`config.mk`:
```
export PLATFORM = sky130hd
export DESIGN_NAME = nano_sequencer
export DESIGN_NICKNAME = d
export VERILOG_FILES = /design/src/rtl/nano_sequencer.sv
export SDC_FILE = /design/constraint.sdc
export NUM_CORES = 1
export LEC_CHECK = 0
export CORE_MARGIN = 5
export CORE_UTILIZATION = 40
export CTS_CLUSTER_DIAMETER = 30
export CTS_CLUSTER_SIZE = 10
export DETAILED_ROUTE_END_ITERATION = 8
export GPL_TIMING_DRIVEN = 0
export PLACE_DENSITY = 0.88
export SYNTH_ARGS = -nofsm -noshare
export SYNTH_HDL_FRONTEND = slang
export SYNTH_SLANG_ARGS = --single-unit
```
`constraint.sdc`:
```
create_clock -name clk -period 1.9 [get_ports clk]
set_input_delay 0.285 -clock clk [delete_from_list [all_inputs] [get_ports clk]]
set_output_delay 0.285 -clock clk [all_outputs]
set_load 0.03 [all_outputs]
```
`src/rtl/nano_sequencer.sv`:
```
// nano_sequencer: fetch/decode/execute control unit of the 8-bit nanoprocessor.
// Fetches an opcode byte (and an operand byte for 2-byte instructions) through
// the PC, then issues one cycle of datapath strobes in EXEC.
//
// Handshake/strobe semantics: every output strobe is a single-cycle,
// combinational pulse decoded from the current state, the latched opcode and
// the flags. A strobe is acted on by the datapath at the rising edge that ends
// the cycle in which it is high. There is no backpressure.
module nano_sequencer #(
  parameter int DATA_WIDTH = 8,
  parameter int OPC_WIDTH  = 4
) (
  input  logic                  clk,
  input  logic                  reset,
  input  logic [DATA_WIDTH-1:0] mem_data,
  input  logic                  z_flag,
  input  logic                  c_flag,
  output logic                  addr_sel,
  output logic [DATA_WIDTH-1:0] operand,
  output logic                  inc_PC,
  output logic                  load_PC,
  output logic                  load_ACC,
  output logic [1:0]            acc_src,
  output logic [1:0]            alu_op,
  output logic                  load_flags,
  output logic                  write_mem,
  output logic                  halted,
  output logic [1:0]            dbg_state
);

  typedef enum logic [1:0] {
    FETCH_OP  = 2'd0,
    FETCH_ARG = 2'd1,
    EXEC      = 2'd2,
    HALTED    = 2'd3
  } state_t;

  localparam logic [OPC_WIDTH-1:0] OP_NOP  = 4'h0;
  localparam logic [OPC_WIDTH-1:0] OP_LDA  = 4'h1;
  localparam logic [OPC_WIDTH-1:0] OP_STA  = 4'h2;
  localparam logic [OPC_WIDTH-1:0] OP_ADD  = 4'h3;
  localparam logic [OPC_WIDTH-1:0] OP_SUB  = 4'h4;
  localparam logic [OPC_WIDTH-1:0] OP_AND  = 4'h5;
  localparam logic [OPC_WIDTH-1:0] OP_JMP  = 4'h6;
  localparam logic [OPC_WIDTH-1:0] OP_JZ   = 4'h7;
  localparam logic [OPC_WIDTH-1:0] OP_JC   = 4'h8;
  localparam logic [OPC_WIDTH-1:0] OP_LDI  = 4'h9;
  localparam logic [OPC_WIDTH-1:0] OP_HALT = 4'hF;

  state_t                state, state_next;
  // Only the opcode field of IR is kept; the low nibble never affects decode.
  logic [OPC_WIDTH-1:0]  ir;
  logic [DATA_WIDTH-1:0] arg;
  logic [OPC_WIDTH-1:0]  fetch_opc;

  assign fetch_opc = mem_data[DATA_WIDTH-1 -: OPC_WIDTH];
  assign operand   = arg;
  assign halted    = (state == HALTED);
  assign dbg_state = state;

  // State, IR and ARG registers; IR/ARG load only in their own fetch state.
  always_ff @(posedge clk) begin
    if (reset) begin
      state <= FETCH_OP;
      ir    <= '0;
      arg   <= '0;
    end else begin
      state <= state_next;
      if (state == FETCH_OP)  ir  <= fetch_opc;
      if (state == FETCH_ARG) arg <= mem_data;
    end
  end

  // Next-state decode and strobe generation; reset suppresses every strobe.
  always_comb begin
    state_next = state;
    addr_sel   = 1'b0;
    inc_PC     = 1'b0;
    load_PC    = 1'b0;
    load_ACC   = 1'b0;
    acc_src    = 2'd0;
    alu_op     = 2'd0;
    load_flags = 1'b0;
    write_mem  = 1'b0;
    case (state)
      FETCH_OP: begin
        inc_PC = 1'b1;
        if (fetch_opc == OP_HALT) begin
          state_next = HALTED;
        end else if (fetch_opc == OP_NOP || fetch_opc > OP_LDI) begin
          // NOP and the illegal opcodes A-E are single-byte no-ops.
          state_next = FETCH_OP;
        end else begin
          state_next = FETCH_ARG;
        end
      end
      FETCH_ARG: begin
        inc_PC     = 1'b1;
        state_next = EXEC;
      end
      EXEC: begin
        state_next = FETCH_OP;
        case (ir)
          OP_LDA: begin
            addr_sel = 1'b1;
            load_ACC = 1'b1;
            acc_src  = 2'd1;
          end
          OP_LDI: begin
            load_ACC = 1'b1;
            acc_src  = 2'd2;
          end
          OP_ADD, OP_SUB, OP_AND: begin
            addr_sel   = 1'b1;
            load_ACC   = 1'b1;
            load_flags = 1'b1;
            alu_op     = (ir == OP_SUB) ? 2'd1 : (ir == OP_AND) ? 2'd2 : 2'd0;
          end
          OP_STA: begin
            addr_sel  = 1'b1;
            write_mem = 1'b1;
          end
          OP_JMP:  load_PC = 1'b1;
          OP_JZ:   load_PC = z_flag;
          OP_JC:   load_PC = c_flag;
          default: ;
        endcase
      end
      HALTED: state_next = HALTED;
      default: state_next = FETCH_OP;
    endcase
    if (reset) begin
      addr_sel   = 1'b0;
      inc_PC     = 1'b0;
      load_PC    = 1'b0;
      load_ACC   = 1'b0;
      load_flags = 1'b0;
      write_mem  = 1'b0;
    end
  end

endmodule

```
==> run_results.csv, run 1 <==
group,metric,value,unit
synthesis,synth-seq-cells,14,
power_and_ir_drop,power.switching,260,uW
clocking,h-tree-depth,1,
global_routing,grt_usage,14.2,%
clocking,numCtsBuffers,3,
drt,vias,724,
placed_design,port_buffers,31,
power_and_ir_drop,p_int,560,uW
drt,drt_iter0_drc,7,
floorplanning,core,1750,um2
synthesis,ys_warn_count,0,
clocking,holdBufCountCts,0,
power_and_ir_drop,ir_drop,0.462,mV
critical_path,critical_path_class,"reg2out",
synthesis,seq_area_frac_synth,38.1,%
global_routing,antenna_found_initial,0,
clocking,cts_sinks,14,
synthesis,yosysUniqueCellTypes,30,
worst_hold_path,hp-class,"in2reg",
layout,nets,132,
drt,vias_per_cell,5.03,
synthesis,syn_area,736,um2
drt,wl_per_cell,12.2,um
clocking,cts_buffer_depth,2,
power_and_ir_drop,combPwrFrac,31.3,%
timing,rsz0062_at_grt,"true",
timing,max_slew_margin,71.7,%
power_and_ir_drop,swShare,31.7,%
power_and_ir_drop,p_leak,0.000440,uW
clocking,cts_root_buffer,"clkbuf_4",
power_and_ir_drop,power,820,uW
timing,clock.fmax,542,MHz
layout,drive_above_1_share,27.7,%
placed_design,dp.cells,139,
clocking,path_clk_slew,0.08,ns
clocking,cts_tree,"done",
synthesis,ys.flop_type,"dfxtp_1",
run,maxCapViolations,0,
timing,setup-violations-final,0,
power_and_ir_drop,seq_power_share,43.5,%
critical_path,cp.required,1.62,ns
drt,routed_wl,1760,um
outcome,outcome,"completed",
timing,fin_crit_sh,97.1,%
critical_path,startpoint_type,"register",
critical_path,end_kind,"primary output",
placed_design,gp_congestion,0.683,
power_and_ir_drop,clock_power_share,25.2,%
timing,worst_slew_pin_slew,0.424,ns
drt,first_pass_iters,4,
drt,drtAntennaViolNets,0,
synthesis,synthCells,83,
global_routing,grt_pass1_wl,3000,um
drt,drc,0,
critical_path,cp_max_fo,3,
timing,finalMaxSlewViolations,0,
floorplanning,ioPinCount,33,
layout,diodes,0,
placed_design,hpwl,1350,um
timing,hold_viol,0,
timing,fin_crit,1.84,ns
power_and_ir_drop,powerDensity,721,nW/um2
floorplanning,start_util,42.2,%
layout,area_growth,54.6,%
floorplanning,die_x,52.9,um
global_routing,overflow,0,
global_routing,grt_max_degree,11,
synthesis,synth_nets,95,
layout,final_cells,144,
floorplanning,die_h,52.9,um
floorplanning,num_rows,15,
synthesis,async_flop_share,0,%
floorplanning,dieArea,2800,um2
timing,setup_tns,0,ns
clocking,clock_latency,0.27,ns
synthesis,syn_avg_cell_area,8.86,um2
global_routing,grt_pass1_vias,711,
timing,finalClockSkew,0.00431,ns
critical_path,cp.arrival,1.56,ns
synthesis,synth_edf_count,0,
-- per-stage QoR --
step                      util, %  setup WS, ns  hold WS [ns]  area [um2]
final                        65.2        0.0559         0.279        1140
after global routing         65.2      0.000672         0.280        1140
after CTS                    65.1      0.000754         0.260        1140
after detailed placement     62.7        -0.447         0.489        1090
after global placement       62.7        -0.428         0.474        1090
after floorplan                 -       -0.0493         0.421         752
-- layout make-up --
cell class,instances,area [um2]
well taps,25,31.3
fillers,149,608
repair buffers,34,317
inverters,2,7.51
clock buffers,4,36.3
plain buffers,4,18.8
flip-flops and latches,14,292
multi-input cells,61,435
-- state kept, by name, summed over array words and instances, names as in the netlist --
register   flops
ir             4
operand        8
dbg_state      2
-- synth_stat cells (2+ instances only) --
cell      instances  area share (%)
nand2_1           4             2.0
nand2b_1          2             1.7
buf_2             2             1.4
nor4_1            2             1.7
a21oi_1           8             5.4
nor3_1            4             2.7
o21ai_0           4             2.7
nor2b_1           2             1.7
clkbuf_1          2             1.0
a211oi_1          2             2.0
buf_6             2             3.1
mux2i_1           8              11
nor2_1           11             5.6
dfxtp_1          14              38
-- cell usage in the layout (no fill, tap or decap), types with 2 or more instances in the layout --
master / instances
buf_6: 3
o21ai_0: 4
buf_4: 4
clkbuf_2: 2
clkbuf_4: 3
dfxtp_4: 2
nor4_1: 2
nor3_1: 3
nor2_1: 11
clkdlybuf4s50_1: 20
nor2b_1: 2
nand2_1: 4
nand2b_1: 2
dfxtp_1: 9
buf_2: 5
a21oi_1: 7
dfxtp_2: 3
mux2i_1: 8
-- layer usage --
layer	global-route usage, %	vias up	wire (um)	share of wire (%)
met3	4.79	2	206	12
met1	15.3	324	717	41
met5	0	-	0	0
li1	-	366	-	-
met4	6.38	0	17	0.97
met2	25.0	32	818	46
-- critical path, cell delays in order, from the launching register on --
cell	delay [ns]
dfxtp_4	0.34
nand2b_4	0.13
or3_4	0.36
buf_6	0.13
a211oi_4	0.16
buf_6	0.16
-- worst paths after layout --
check	start	endpoint	slack, ns	depth (start not counted)
max	dbg_state[0]	addr_sel	0.06	5
min	reset	ir[0]	0.28	2
max reg2reg	dbg_state[0]	operand[6]	0.61	5
min reg2reg	operand[1]	operand[1]	0.50	2
-- power groups by stage --
stage / clock network (uW) / logic (uW) / registers [uW]
after detailed placement: 0 / 254 / 360
final: 206 / 257 / 357
after floorplan: 0 / 129 / 391
after global routing: 234 / 278 / 362
after CTS: 214 / 257 / 357
after global placement: 0 / 250 / 358
-- cells by family (layout without fill, tap and decap cells) --
group | after synthesis | in the layout | share of synthesized area [%]
AND/OR/NAND/NOR | 34 | 34 | 27.7
buffers and inverters | 8 | 44 | 6.46
multiplexers | 8 | 8 | 10.9
XOR/XNOR | 1 | 1 | 1.19
AO/OA/AOI/OAI | 18 | 18 | 15.6
flip-flops | 14 | 14 | 38.1
-- repair_timing --
item | 4_1_cts | 5_1_grt
endpoints found under the setup margin | 11 | 9
pin swaps | 4 | 1
resized for setup | 57 | 7
setup buffers | 3 | 0
Power figures use the tool's default switching activity.
==> run 2, diff against run 1 <==
--- a/config.mk
+++ b/config.mk
@@ -15,3 +15,4 @@
 export SYNTH_ARGS = -nofsm -noshare
 export SYNTH_HDL_FRONTEND = slang
 export SYNTH_SLANG_ARGS = --single-unit
+export TNS_END_PERCENT = 100
==> results of run 2 <==
No change in the layout: final DEF, timing and power equal those of run 1.
==> run 3, diff against run 2 <==
--- a/config.mk
+++ b/config.mk
@@ -6,12 +6,12 @@
 export NUM_CORES = 1
 export LEC_CHECK = 0
 export CORE_MARGIN = 5
-export CORE_UTILIZATION = 40
+export CORE_UTILIZATION = 39
 export CTS_CLUSTER_DIAMETER = 30
 export CTS_CLUSTER_SIZE = 10
 export DETAILED_ROUTE_END_ITERATION = 8
 export GPL_TIMING_DRIVEN = 0
-export PLACE_DENSITY = 0.88
+export PLACE_DENSITY = 0.87
 export SYNTH_ARGS = -nofsm -noshare
 export SYNTH_HDL_FRONTEND = slang
 export SYNTH_SLANG_ARGS = --single-unit
==> constraint.sdc (replaced) <==
create_clock -name clk -period 2.18 [get_ports clk]
set_input_delay 0.327 -clock clk [delete_from_list [all_inputs] [get_ports clk]]
set_output_delay 0.327 -clock clk [all_outputs]
set_load 0.03 [all_outputs]
==> run 3 against run 2 <==
Effect of this change:
- sequential share of layout area grew 0.50 points
- clock-buffer cell count fell by 1
- final cell count shrank 1.4%
- register-to-register slack better by 0.32 ns
- clock skew fell by 0.0040 ns
- hold slack better by 0.050 ns
- setup slack better by 0.046 ns
- wire length shrank 0.45%
- largest cell class unchanged
==> run_results.csv, run 3 (synthesis gave the netlist of run 1 again) <==
group,metric,value,unit
critical_path,cp.required,1.85,ns
critical_path,end_kind,"primary output",
timing,finalClockSkew,0.000317,ns
drt,drtAntennaViolNets,0,
timing,finalMaxSlewViolations,0,
global_routing,grt_usage,13.9,%
placed_design,dpl_worst_slack,-0.107,ns
layout,diodes,0,
layout,area_growth,46.4,%
placed_design,dp.cells,139,
clocking,cts_root_buffer,"clkbuf_4",
clocking,numCtsBuffers,3,
timing,worst_slew_pin_slew,0.417,ns
power_and_ir_drop,powerDensity,614,nW/um2
drt,drc,0,
power_and_ir_drop,ir_drop,0.385,mV
placed_design,gp_congestion,0.739,
clocking,cts_tree,"done",
outcome,outcome,"completed",
layout,nets,131,
clocking,path_clk_slew,0.08,ns
global_routing,overflow,0,
drt,wl_per_cell,12.3,um
critical_path,startpoint_type,"register",
timing,max_slew_margin,72.2,%
layout,post-route-util,61.1,%
floorplanning,dieArea,2850,um2
timing,setup-violations-final,0,
timing,worst_slack,0.102,ns
layout,final_cells,142,
drt,vias_per_cell,4.99,
drt,first_pass_iters,4,
timing,fin_crit_sh,95.3,%
timing,clock.fmax,481,MHz
drt,drt_iter0_drc,6,
floorplanning,start_util,41.7,%
worst_hold_path,hp-class,"in2reg",
clocking,clock_latency,0.27,ns
critical_path,critical_path_class,"reg2out",
drt,routed_wl,1750,um
clocking,cts_sinks,14,
timing,rsz0062_at_grt,"false",
critical_path,cp.arrival,1.75,ns
timing,hold_viol,0,
critical_path,cp_max_fo,10,
clocking,cts_buffer_depth,2,
global_routing,grt_pass1_wl,2930,um
floorplanning,num_rows,15,
run,maxCapViolations,0,
floorplanning,die_x,53.4,um
placed_design,hpwl,1350,um
layout,final_common_cell,"clkdlybuf4s50_1",
floorplanning,ioPinCount,33,
placed_design,port_buffers,31,
timing,fin_crit,2.08,ns
global_routing,grt_pass1_vias,740,
layout,drive_above_1_share,17.9,%
floorplanning,die_h,53.4,um
clocking,post_cts_buffers,0,
global_routing,grt_max_degree,11,
drt,vias,708,
floorplanning,core,1760,um2
power_and_ir_drop,p_leak,0.000414,uW
clocking,h-tree-depth,1,
global_routing,antenna_found_initial,0,
layout,layout_common_cells,"clkdlybuf4s50_1, dfxtp_1, nor2_1",
layout,largest_register_ffs,8,
layout,n_fill_cell,181,
==> run 3: changes by cell type in the layout (fill, tap and decap cells not counted), moves of 2 or more <==
cell	delta
dfxtp_1	+4
buf_4	-3
clkdlybuf4s50_1	+2
dfxtp_2	-2
dfxtp_4	-2
dlygate4sd2_1	+2
==> run 3: through the flow <==
step	hold WS (ns)	area (um2)	setup TNS [ns]	total power [uW]
2_1_floorplan	0.463	736	0	448
3_3_place_gp	0.476	1080	-0.184	525
3_5_place_dp	0.491	1080	-0.265	531
4_1_cts	0.324	1090	0	672
5_1_grt	0.349	1080	0	699
6_report	0.329	1080	0	661
==> run 3: worst paths after layout <==
kind / depth (start not counted) / slack (ns) / end / startpoint
worst max register to register: 5 / 0.93 / operand[6] / dbg_state[0]
worst max-delay path: 6 / 0.10 / addr_sel / dbg_state[0]
worst min register to register: 2 / 0.51 / operand[0] / operand[0]
worst min-delay path: 2 / 0.33 / ir[1] / reset
==> run 3: what timing repair did <==
action,4_1_cts,5_1_grt
endpoints found under the setup margin,10,6
hold buffers,0,0
gates resized for setup,23,11
==> run 3: layout make-up <==
cell class	instances	area (um2)	area share [%]
inverters	2	7.51	0.697
multi-input cells	61	408	37.9
well taps	25	31.3	2.90
flip-flops and latches	14	282	26.1
plain buffers	6	41.3	3.83
repair buffers	31	285	26.5
clock buffers	3	22.5	2.09
==> run 3: metal layers <==
metal  track usage (%)  part of all wire, %
met2              23.5                   46
met3              2.25                  6.0
met5                 0                    0
met1              16.5                   47
met4              7.66                 0.68
==> run 3: where the power goes <==
part	internal [uW]	switching [uW]
Clock	63.9	74.3
Sequential	280	26.5
Combinational	103	114
Total	446	215
==> run 3: worst max-delay path: stages (launching register included) <==
cell and delay [ns]:
dfxtp_1 0.32, buf_6 0.13, nand2b_4 0.13, buf_6 0.13
or3_4 0.35, a211oi_2 0.19, buf_2 0.23
